===== config.mk =====
export PLATFORM = sky130hd
export DESIGN_NAME = rev_alu_uncompute
export DESIGN_NICKNAME = d
export VERILOG_FILES = /design/src/rtl/rev_alu_pkg.sv /design/src/rtl/rev_bit_slice.sv /design/src/rtl/rev_alu_uncompute.sv
export SDC_FILE = /design/constraint.sdc
export NUM_CORES = 1
export LEC_CHECK = 0
export CORE_ASPECT_RATIO = 0.7
export CORE_MARGIN = 4
export CORE_UTILIZATION = 30
export DETAILED_ROUTE_END_ITERATION = 12
export PLACE_DENSITY = 0.54
export REMOVE_ABC_BUFFERS = 1
export SYNTH_ARGS = -nofsm -noshare
export SYNTH_HDL_FRONTEND = slang
export SYNTH_SLANG_ARGS = --single-unit

===== constraint.sdc =====
create_clock -name clk -period 1.5 [get_ports clk]
set_input_delay 0.3 -clock clk [delete_from_list [all_inputs] [get_ports clk]]
set_output_delay 0.3 -clock clk [all_outputs]
set_load 0.005 [all_outputs]

===== src/rtl/rev_alu_pkg.sv =====
// Shared definitions for the reversible ALU and its uncompute stage:
// opcode encodings, sequencer states and the invertibility predicate.
package rev_alu_pkg;

    localparam logic [2:0] SEL_ADD  = 3'b000;
    localparam logic [2:0] SEL_AND  = 3'b100;
    localparam logic [2:0] SEL_OR   = 3'b101;
    localparam logic [2:0] SEL_XOR  = 3'b110;
    localparam logic [2:0] SEL_NOTA = 3'b111;

    typedef enum logic [1:0] {
        IDLE  = 2'd0,
        SHIFT = 2'd1,
        DONE  = 2'd2
    } state_t;

    // AND/OR destroy information about A, so only these three can be undone
    function automatic logic is_invertible(input logic [2:0] sel);
        return (sel == SEL_ADD) || (sel == SEL_XOR) || (sel == SEL_NOTA);
    endfunction

endpackage


===== src/rtl/rev_bit_slice.sv =====
// One-bit inverse cell: recovers a single bit of A from the matching
// RESULT and B bits, propagating a subtract borrow for ADD.
module rev_bit_slice
    import rev_alu_pkg::*;
(
    input  logic       r,
    input  logic       b,
    input  logic       borrow_in,
    input  logic [2:0] sel,
    output logic       a,
    output logic       borrow_out
);

    always_comb begin
        a          = 1'b0;
        borrow_out = 1'b0;
        case (sel)
            SEL_ADD: begin
                a          = r ^ b ^ borrow_in;
                borrow_out = (~r & (b | borrow_in)) | (b & borrow_in);
            end
            SEL_XOR:  a = r ^ b;
            SEL_NOTA: a = ~r;
            default: begin
                a          = 1'b0;
                borrow_out = 1'b0;
            end
        endcase
    end

endmodule


===== src/rtl/rev_alu_uncompute.sv =====
// Bit-serial inverse of the reversible ALU: recovers operand A from
// {COUT, RESULT}, B and the opcode, one bit per clock, LSB first.
//
//   state | meaning
//   IDLE  | ready for a request, in_ready=1
//   SHIFT | recovering A one bit per cycle
//   DONE  | out_a/out_err presented, waiting for out_ready
module rev_alu_uncompute
    import rev_alu_pkg::*;
#(
    parameter int WIDTH = 8
) (
    input  logic             clk,
    input  logic             rst,
    input  logic             in_valid,
    output logic             in_ready,
    input  logic [WIDTH-1:0] in_result,
    input  logic             in_cout,
    input  logic [WIDTH-1:0] in_b,
    input  logic [2:0]       in_sel,
    output logic             out_valid,
    input  logic             out_ready,
    output logic [WIDTH-1:0] out_a,
    output logic             out_err
);

    localparam int CW = $clog2(WIDTH + 1);
    localparam logic [CW-1:0] LAST_BIT = CW'(WIDTH - 1);

    state_t           state, state_nxt;
    logic [CW-1:0]    cnt;
    logic [WIDTH-1:0] r_sh;
    logic [WIDTH-1:0] b_sh;
    logic [WIDTH-1:0] a_sh;
    logic [2:0]       sel_q;
    logic             c_q;
    logic             borrow_q;
    logic             err_q;
    logic             a_bit;
    logic             borrow_nxt;

    rev_bit_slice u_slice (
        .r          (r_sh[0]),
        .b          (b_sh[0]),
        .borrow_in  (borrow_q),
        .sel        (sel_q),
        .a          (a_bit),
        .borrow_out (borrow_nxt)
    );

    always_ff @(posedge clk) begin
        if (rst) state <= IDLE;
        else     state <= state_nxt;
    end

    always_comb begin
        state_nxt = state;
        case (state)
            IDLE:    if (in_valid) state_nxt = is_invertible(in_sel) ? SHIFT : DONE;
            SHIFT:   if (cnt == LAST_BIT) state_nxt = DONE;
            DONE:    if (out_ready) state_nxt = IDLE;
            default: state_nxt = IDLE;
        endcase
    end

    always_ff @(posedge clk) begin
        if (rst) begin
            cnt      <= '0;
            r_sh     <= '0;
            b_sh     <= '0;
            a_sh     <= '0;
            sel_q    <= SEL_ADD;
            c_q      <= 1'b0;
            borrow_q <= 1'b0;
            err_q    <= 1'b0;
        end else begin
            case (state)
                IDLE: if (in_valid) begin
                    r_sh     <= in_result;
                    b_sh     <= in_b;
                    c_q      <= in_cout;
                    sel_q    <= in_sel;
                    borrow_q <= 1'b0;
                    cnt      <= '0;
                    a_sh     <= '0;
                    err_q    <= ~is_invertible(in_sel);
                end
                SHIFT: begin
                    r_sh     <= r_sh >> 1;
                    b_sh     <= b_sh >> 1;
                    borrow_q <= borrow_nxt;
                    cnt      <= cnt + 1'b1;
                    // Final borrow must equal COUT, else {C,R}-B left the A range
                    if (cnt == LAST_BIT && sel_q == SEL_ADD && borrow_nxt != c_q) begin
                        err_q <= 1'b1;
                        a_sh  <= '0;
                    end else begin
                        a_sh <= {a_bit, a_sh[WIDTH-1:1]};
                    end
                end
                default: ;
            endcase
        end
    end

    assign in_ready  = (state == IDLE);
    assign out_valid = (state == DONE);
    assign out_a     = a_sh;
    assign out_err   = err_q;

endmodule


# Word-level counts from Yosys, hierarchy flattened
# Index checks and enable logic that the tools add are counted.
# op_classes
addsub	1
n_eq_ne	12
n_mux	21
n_bitwise	8
n_reduce_logical	12
# op_table
op	count
8-bit one-hot mux with 2 select lines	3
8-bit two-way mux	4
3-bit equality test, second input constant	4
2-bit two-way mux	4
4-bit one-hot mux with 2 select lines	1
3-bit logical NOT	2
2-bit != test, second input constant	3
2-bit one-hot mux with 3 select lines	1
3-bit AND reduction	2
4-bit by 1-bit adder with 4-bit output, second input constant	1
4-bit by 3-bit equality test with 1-bit output, second input constant	1
1-bit two-way mux	4
4-bit two-way mux	1
1-bit one-hot mux with 2 select lines	2
2-bit AND reduction	2
1-bit one-hot mux with 3 select lines	1
1-bit AND	2
2-bit by 1-bit equality test with 1-bit output, second input constant	1
2-bit equality test, second input constant	1
1-bit logical AND	2
2-bit logical NOT	1
1-bit logical OR	2
2-bit by 1-bit != test with 1-bit output, second input constant	1
1-bit NOT	2
4 further kinds	6
# totals
regBits	36
in_bits	24
out_inout_bits	11
elab_cells	63

# Depth between registers and ports, before layout
# Gate-level depths: netlist of the first run.
# depth
ltp_word	8
ltp_mapped	6
depth_no_buf	6

# Cells and area by module
# From an unflattened synthesis of the first run, not the netlist that was laid out.
# unflattened
hier_cells	183
hier_area_um2	1605.3
# modules_own_cells
mod	n_inst	cells_each	area_each_um2	seq_area_each_um2
rev_alu_uncompute	1	175	1541.5	720.7
rev_bit_slice	1	8	63.8	0.0

# Worst setup path before layout of the first run
# Ideal clock, no wire load.
# synth_path
kind	reg2reg
startpoint	reg r_sh[0]
endpoint	reg a_sh[6] (netlist: out_a[6])
setup_ns	0.128
arrival_time_ns	1.349
required_time_ns	1.372
slack_ns	0.023
path_stages_with_launch	7
path_buffers	0
period_less_slack_ns	1.477
cell_sequence	dfxtp_1 > inv_1 > fa_1 > xor2_1 > a31oi_2 > a22oi_1 > nor2_1
# synth_via
elab_chain_len	8
# synth_rtl
element	line_no	text
from (decl)	rev_alu_uncompute.sv:32	logic [WIDTH-1:0] r_sh;
from (signal assigned)	rev_alu_uncompute.sv:79	r_sh <= in_result;
from (signal assigned)	rev_alu_uncompute.sv:89	r_sh <= r_sh >> 1;
1-bit NOT	rev_bit_slice.sv:20	borrow_out = (~r & (b | borrow_in)) | (b & borrow_in);
1-bit AND	rev_bit_slice.sv:20	
1-bit OR	rev_bit_slice.sv:20	
1-bit two-way mux	rev_bit_slice.sv:17	case (sel)
1-bit != test	rev_alu_uncompute.sv:94	if (cnt == LAST_BIT && sel_q == SEL_ADD && borrow_nxt != c_q) begin
1-bit logical AND	rev_alu_uncompute.sv:94	
8-bit two-way mux	rev_alu_uncompute.sv:94	
8-bit one-hot mux with 2 select lines	rev_alu_uncompute.sv:77	case (state)
to (signal assigned)	rev_alu_uncompute.sv:98	a_sh <= {a_bit, a_sh[WIDTH-1:1]};
to (decl)	rev_alu_uncompute.sv:34	logic [WIDTH-1:0] a_sh;
# Every way passes these cells.
# A chain may end at the register's enable or synchronous reset.

# Worst setup path after layout of the first run
# layout_path
startpoint	reg r_sh[0]
endpoint	reg a_sh[0] (netlist: out_a[0])
# The elaborated chain is that of the path after synthesis.

==> flow_metrics.py, run 1 <==
metrics = {
    "clock_tree": {
        "clockBufferDepth": 2,
        "clk_latency_ns": 0.29,
        "cts.hold.buffers_added": 0,
        "clock_sinks": 36,
        "numCtsBuffers": 5,
        "ctsHtreeMaxLevel": 2,
        "cts_tree": "done",
        "clk_pin_slew_ns": 0.07,
        "cts-root-buf": "clkbuf_8",
    },
    "critical_path": {
        "critPathArrivalTime_ns": 1.78,
        "critical_path_class": "reg -> reg",
        "critPathLaunchType": "flip-flop",
        "path_buf_inv": 2,
        "critPathSlowestCell": "fa_2",
        "cp_data_required_time_ns": 1.68,
        "crit_path_end_kind": "flip-flop",
        "critPathTopFamily": "adder cells",
        "crit_path_max_incr_delay_ns": 0.39,
        "r2r-start": "r_sh[0]$_SDFFE_PP0P_",
        "path_max_fanout": 8,
        "crit_path_start": "r_sh[0]$_SDFFE_PP0P_",
        "path_cells": "inv_2 > fa_2 > xor2_4 > a31oi_4 > buf_12 > a22oi_1 > nor2_1",
    },
    "final_layout": {
        "fillers": 550,
        "multiInputGateArea_um2": 863,
        "final_nets": 278,
        "area_growth_pct": 45.1,
        "regArea_um2": 733,
        "final_layout_size_suffix_gt1_frac": 0.254,
        "n_antenna_cell": 0,
        "final_cell_area_mm2": 0.00237,
    },
    "logic_synthesis": {
        "synth_mux_area_frac": 0.0138,
        "synthDistinctLibCells": 37,
        "synth-xor-area-share": 0.0107,
        "synthFlopType": "dfxtp_1",
        "synth-edff-count": 0,
        "yosys.area_share.simple": 0.232,
        "ys_top_cells_by_area": "dfxtp_1 44%, nor2_1 12%, a22oi_1 5.1%, a21oi_1 4.3%, buf_6 3.5%",
        "syn_avg_cell_area_um2": 8.28,
        "synth_top_area_frac": 0.442,
        "synth_top_family_by_area": "simple AND/OR/NAND/NOR gates",
        "synthAdderAreaFrac": 0.0199,
        "ys_seq_area_frac": 0.442,
        "ys_ff_latch": 36,
        "synth_largest_area_cell": "dfxtp_1",
        "syn-instance-count": 197,
        "yosysWarningCount": 0,
        "synth_compound_area_frac": 0.206,
        "async_flop_share": 0,
        "synth_area_mm2": 0.00163,
    },
    "grt": {
        "gr-usage-met3": 0.0358,
        "grt_usage": 0.132,
        "grt_util_met1": 0.196,
        "grt_pass1_vias": 1440,
        "antenna_found_initial": 0,
        "grt.overflow.total": 0,
        "grt_util_met2": 0.179,
        "grt_pass1_wl_mm": 6.91,
        "grt.busiest_layer": "met1",
        "grt_max_degree": 17,
    },
    "placement": {
        "hpwl_mm": 2.96,
        "place_congestion": 0.731,
        "io_buffer_count": 34,
        "placed_area_mm2": 0.00216,
    },
    "floorplan": {
        "dieArea_mm2": 0.00670,
        "die_x_um": 96.1,
        "initial_core_util": 0.310,
        "io_pins": 35,
        "die_h_um": 69.7,
        "row_count": 22,
        "core_area_mm2": 0.00526,
    },
    "sta": {
        "tightest_slew_ns": 0.457,
        "finalSetupViolations": 8,
        "finalSetupTns_ns": -0.507,
        "grt_setup_unrepaired": "yes",
        "period_needed_ns": 1.59,
        "final_max_slew_viol_count": 0,
        "skew_ns": 0.00429,
        "layout_setup_ws_ns": -0.0935,
        "hold_viol_final": 0,
        "timing.fmax_ghz": 0.628,
        "relSlewSlack": 0.693,
        "fin_crit_sh": 1.06,
    },
    "route": {
        "via_per_inst": 4.61,
        "drt_wl_total_mm": 4.16,
        "final_antenna_net_count": 0,
        "drt_first_pass_iters": 4,
        "dr.first_iter.drc_count": 59,
        "wire_per_inst_um": 12.8,
        "route.vias.total": 1495,
        "drc_errors": 0,
    },
    "status": {
        "violations": "setup timing",
        "status": "complete, but fails checks",
    },
    "power": {
        "ir_worst_vdd_v": 0.000348,
        "p_per_area_mw_per_mm2": 961,
        "power.leakage_nw": 0.936,
    },
    "flow_run": {
        "drv_cap": 0,
    },
    "worst_hold_path": {
        "hold_class": "reg -> reg",
        "hold_start": "sel_q[0]$_SDFFE_PP0P_",
    },
}
==> kinds of logic (layout without fill, tap and decap cells) <==
logic type,after synthesis,after routing
compound gates,49,49
xor+xnor,2,2
fa+ha+maj,2,2
buf+inv,21,76
flops,36,36
mux,2,2
simple gates,85,85
==> sequential cells by signal (all words and copies together), names as in the netlist <==
register / flops
borrow_q: 1
state: 2
out_err: 1
out_a: 8
c_q: 1
r_sh: 8
sel_q: 3
b_sh: 8
cnt: 4
==> synth_stat cells, types with 2 or more instances <==
| cell | n |
|---|---|
| o21ai_0 | 11 |
| nor3_1 | 10 |
| a32oi_1 | 2 |
| buf_6 | 5 |
| dfxtp_1 | 36 |
| o221a_2 | 3 |
| inv_1 | 7 |
| a2111oi_0 | 2 |
| nor2_1 | 51 |
| nor2b_1 | 3 |
| nand4_1 | 2 |
| nand2_1 | 11 |
| a211oi_1 | 2 |
| clkbuf_1 | 6 |
| a21oi_1 | 14 |
| a22oi_1 | 11 |
==> layer usage <==
layer	vias to the layer above	routed length, um	share of wire
met5	-	0	0
met4	0	50	0.012
met3	6	165	0.040
met2	24	1690	0.41
met1	683	2250	0.54
li1	782	-	-
==> timing repair <==
| item | in CTS | in global routing |
|---|---|---|
| buffers inserted | 2 | 2 |
| gates resized for setup | 11 | 19 |
| hold endpoints to repair | 0 | 0 |
| endpoints found under the setup margin | 11 | 19 |
| pin swaps | 12 | 8 |
==> layout make-up <==
cell class / count / share of cell area
Clock inverter: 1 / 0.00211
Inverter: 7 / 0.0111
Sequential cell: 36 / 0.310
Tap cell: 72 / 0.0381
Multi-Input combinational cell: 140 / 0.365
Timing Repair Buffer: 62 / 0.244
Clock buffer: 6 / 0.0307
==> cell usage in the layout (no fill, tap or decap), drive strengths merged, types with 3 or more instances in the layout <==
master / count
nor2: 52
dfxtp: 36
clkdlybuf4s50: 32
buf: 28
a21oi: 14
nand2: 11
o21ai: 11
a22oi: 11
nor3: 10
inv: 7
clkbuf: 6
o221a: 3
nor2b: 3
==> through the flow <==
step	hold WS [ns]	util	instances	power [mW]	setup slack (ns)
floorplan	0.366	-	183	1.32	0.0336
global placement	0.465	0.411	313	1.58	-0.188
detailed placement	0.469	0.411	313	1.59	-0.204
CTS	0.479	0.433	322	2.26	-0.0708
global route	0.508	0.450	324	2.41	-0.156
finish	0.475	0.450	324	2.28	-0.0935
==> report_power, final <==
part           switching (mW)  internal (mW)
Sequential             0.0476           1.03
Combinational           0.260          0.288
Clock                   0.337          0.316
==> worst reg2reg max path: cells and delay by family, from the launching register on <==
family                     cells  cell delay, ns
adders and majority gates      1            0.39
buffers and inverters          2            0.20
xor gates and xnor gates       1            0.21
and+or+nand+nor                1            0.05
DFF                            1            0.35
AOI/OAI and AO/OA              2            0.28
==> final timing paths <==
| check | slack, ns | depth (start not counted) | to |
|---|---|---|---|
| worst max-delay path | -0.09 | 7 | out_a[0]$_SDFFE_PP0P_ |
| worst min-delay path | 0.48 | 2 | sel_q[0]$_SDFFE_PP0P_ |
| worst max register to register | -0.09 | 7 | out_a[0]$_SDFFE_PP0P_ |
| worst min register to register | 0.48 | 2 | sel_q[0]$_SDFFE_PP0P_ |
No activity file was read; power rests on OpenSTA's default activity.
==> run 2: changes to the inputs <==
SETUP_SLACK_MARGIN = 0.2   (was default)
==> flow_metrics.py, run 2 (synthesis gave the netlist of run 1 again) <==
metrics = {
    "power": {
        "power.total_mw": 2.42,
        "ir_worst_vdd_v": 0.000373,
        "power.leakage_nw": 1.08,
        "p_per_area_mw_per_mm2": 919,
    },
    "final_layout": {
        "final_layout_size_suffix_gt1_frac": 0.405,
        "area_growth_pct": 61.1,
        "layout.cells.most_common": "nor2_1",
        "final_nets": 283,
        "final_cells": 329,
        "layout_common_cells": "39 x nor2_1, 23 x dfxtp_1, 23 x buf_4, 22 x clkdlybuf4s50_1",
        "n_antenna_cell": 0,
    },
    "route": {
        "drt_wl_total_mm": 4.45,
        "route.vias.total": 1535,
        "wire_per_inst_um": 13.5,
        "final_antenna_net_count": 0,
        "via_per_inst": 4.67,
        "drc_errors": 0,
        "dr.first_iter.drc_count": 56,
        "drt_first_pass_iters": 4,
    },
    "clock_tree": {
        "cts_tree": "done",
        "clock_sinks": 36,
        "numCtsBuffers": 5,
        "cts-root-buf": "clkbuf_8",
        "ctsHtreeMaxLevel": 2,
        "clockBufferDepth": 2,
        "clk_pin_slew_ns": 0.07,
        "cts.hold.buffers_added": 0,
        "clk_latency_ns": 0.29,
    },
    "placement": {
        "io_buffer_count": 34,
        "dpl_worst_slack_ns": -0.204,
        "place_congestion": 0.731,
        "hpwl_mm": 2.96,
        "dp_cells": 313,
    },
    "grt": {
        "grt.overflow.total": 0,
        "grt_util_met2": 0.186,
        "gr-usage-met3": 0.0358,
        "grt_max_degree": 15,
        "grt_pass1_vias": 1477,
        "grt_usage": 0.138,
        "grt.busiest_layer": "met1",
        "grt_util_met1": 0.208,
        "antenna_found_initial": 0,
        "grt_pass1_wl_mm": 7.22,
    },
    "sta": {
        "skew_ns": 0.00666,
        "layout_setup_ws_ns": -0.0121,
        "tightest_slew_ns": 0.456,
        "grt_setup_unrepaired": "yes",
        "finalSetupTns_ns": -0.0121,
        "period_needed_ns": 1.51,
        "whs_ns": 0.475,
        "relSlewSlack": 0.694,
        "finalSetupViolations": 1,
        "final_max_slew_viol_count": 0,
        "hold_viol_final": 0,
        "timing.fmax_ghz": 0.661,
        "fin_crit_sh": 1.01,
    },
    "critical_path": {
        "path_cells": "inv_2 > fa_2 > xor2_4 > a31oi_4 > nand2_1 > o21ai_1",
        "cp.depth": 6,
        "critPathLaunchType": "flip-flop",
        "critPathTopFamily": "compound AO/OA/AOI/OAI gates",
        "crit_path_end_kind": "flip-flop",
        "critical_path_class": "reg -> reg",
        "crit_path_max_incr_delay_ns": 0.38,
        "critPathArrivalTime_ns": 1.73,
        "path_max_fanout": 8,
        "cp_data_required_time_ns": 1.72,
        "critPathSlowestCell": "fa_2",
        "path_buf_inv": 1,
        "r2r.worst_path.cells": 6,
    },
    "floorplan": {
        "dieArea_mm2": 0.00670,
        "initial_core_util": 0.310,
        "die_h_um": 69.7,
        "io_pins": 35,
        "row_count": 22,
        "die_x_um": 96.1,
        "core_area_mm2": 0.00526,
    },
    "flow_run": {
        "drv_cap": 0,
    },
    "status": {
        "violations": "setup timing",
        "status": "complete, but fails checks",
    },
    "worst_hold_path": {
        "hold_path_depth": 2,
        "hold_class": "reg -> reg",
    },
}
## run 2: changes by cell type in the layout (fill, tap and decap cells not counted), sizes merged
cell and delta:
dlymetal6s2s +1, clkdlybuf4s50 -10, buf +7, dlygate4sd2 +7
## run 2: timing repair
| action | in CTS | in global routing |
|---|---|---|
| gates cloned | 2 | 0 |
| setup endpoints to repair | 44 | 33 |
| buffers inserted | 6 | 1 |
| pin swaps | 36 | 21 |
| resized for setup | 65 | 41 |
## run 2: path summary, 6_finish.rpt
kind	start	end	slack (ns)
max	r_sh[0]$_SDFFE_PP0P_	out_a[7]$_SDFFE_PP0P_	-0.01
min	out_a[7]$_SDFFE_PP0P_	out_a[7]$_SDFFE_PP0P_	0.47
max reg2reg	r_sh[0]$_SDFFE_PP0P_	out_a[7]$_SDFFE_PP0P_	-0.01
min reg2reg	out_a[7]$_SDFFE_PP0P_	out_a[7]$_SDFFE_PP0P_	0.47
## run 2: per-stage QoR
| step | cell area (um^2) | util |
|---|---|---|
| after CTS | 2440 | 0.464 |
| after global placement | 2160 | 0.411 |
| after detailed placement | 2160 | 0.411 |
| after floorplan | 1540 | - |
| final | 2630 | 0.500 |
| after global routing | 2630 | 0.500 |
## run 2: power breakdown
part	total (mW)	switching (mW)	internal (mW)	leakage [nW]
registers	1.08	0.0527	1.03	0.302
logic	0.682	0.318	0.364	0.739
clock network	0.653	0.338	0.316	0.0410
total	2.42	0.708	1.71	1.08
## run 2: routing by layer
layer,up-vias,part of all wire
met2,27,0.43
met3,8,0.039
li1,796,-
met1,704,0.52
met4,0,0.014
met5,-,0
## run 2: area by class of cell
class | count | area [um^2]
clock inverter | 1 | 5.00
inverter | 7 | 26.3
timing repair buffer | 67 | 662
sequential | 36 | 742
fill | 516 | 2630
multi-input combinational | 140 | 1030
tap | 72 | 90.1
clock buffer | 6 | 72.6
## run 2: worst register-to-register path, cell delays in order (launching register included)
cell and delay (ns):
dfxtp_2 0.35, inv_2 0.04, fa_2 0.38, xor2_4 0.18, a31oi_4 0.27, nand2_1 0.09, o21ai_1 0.13
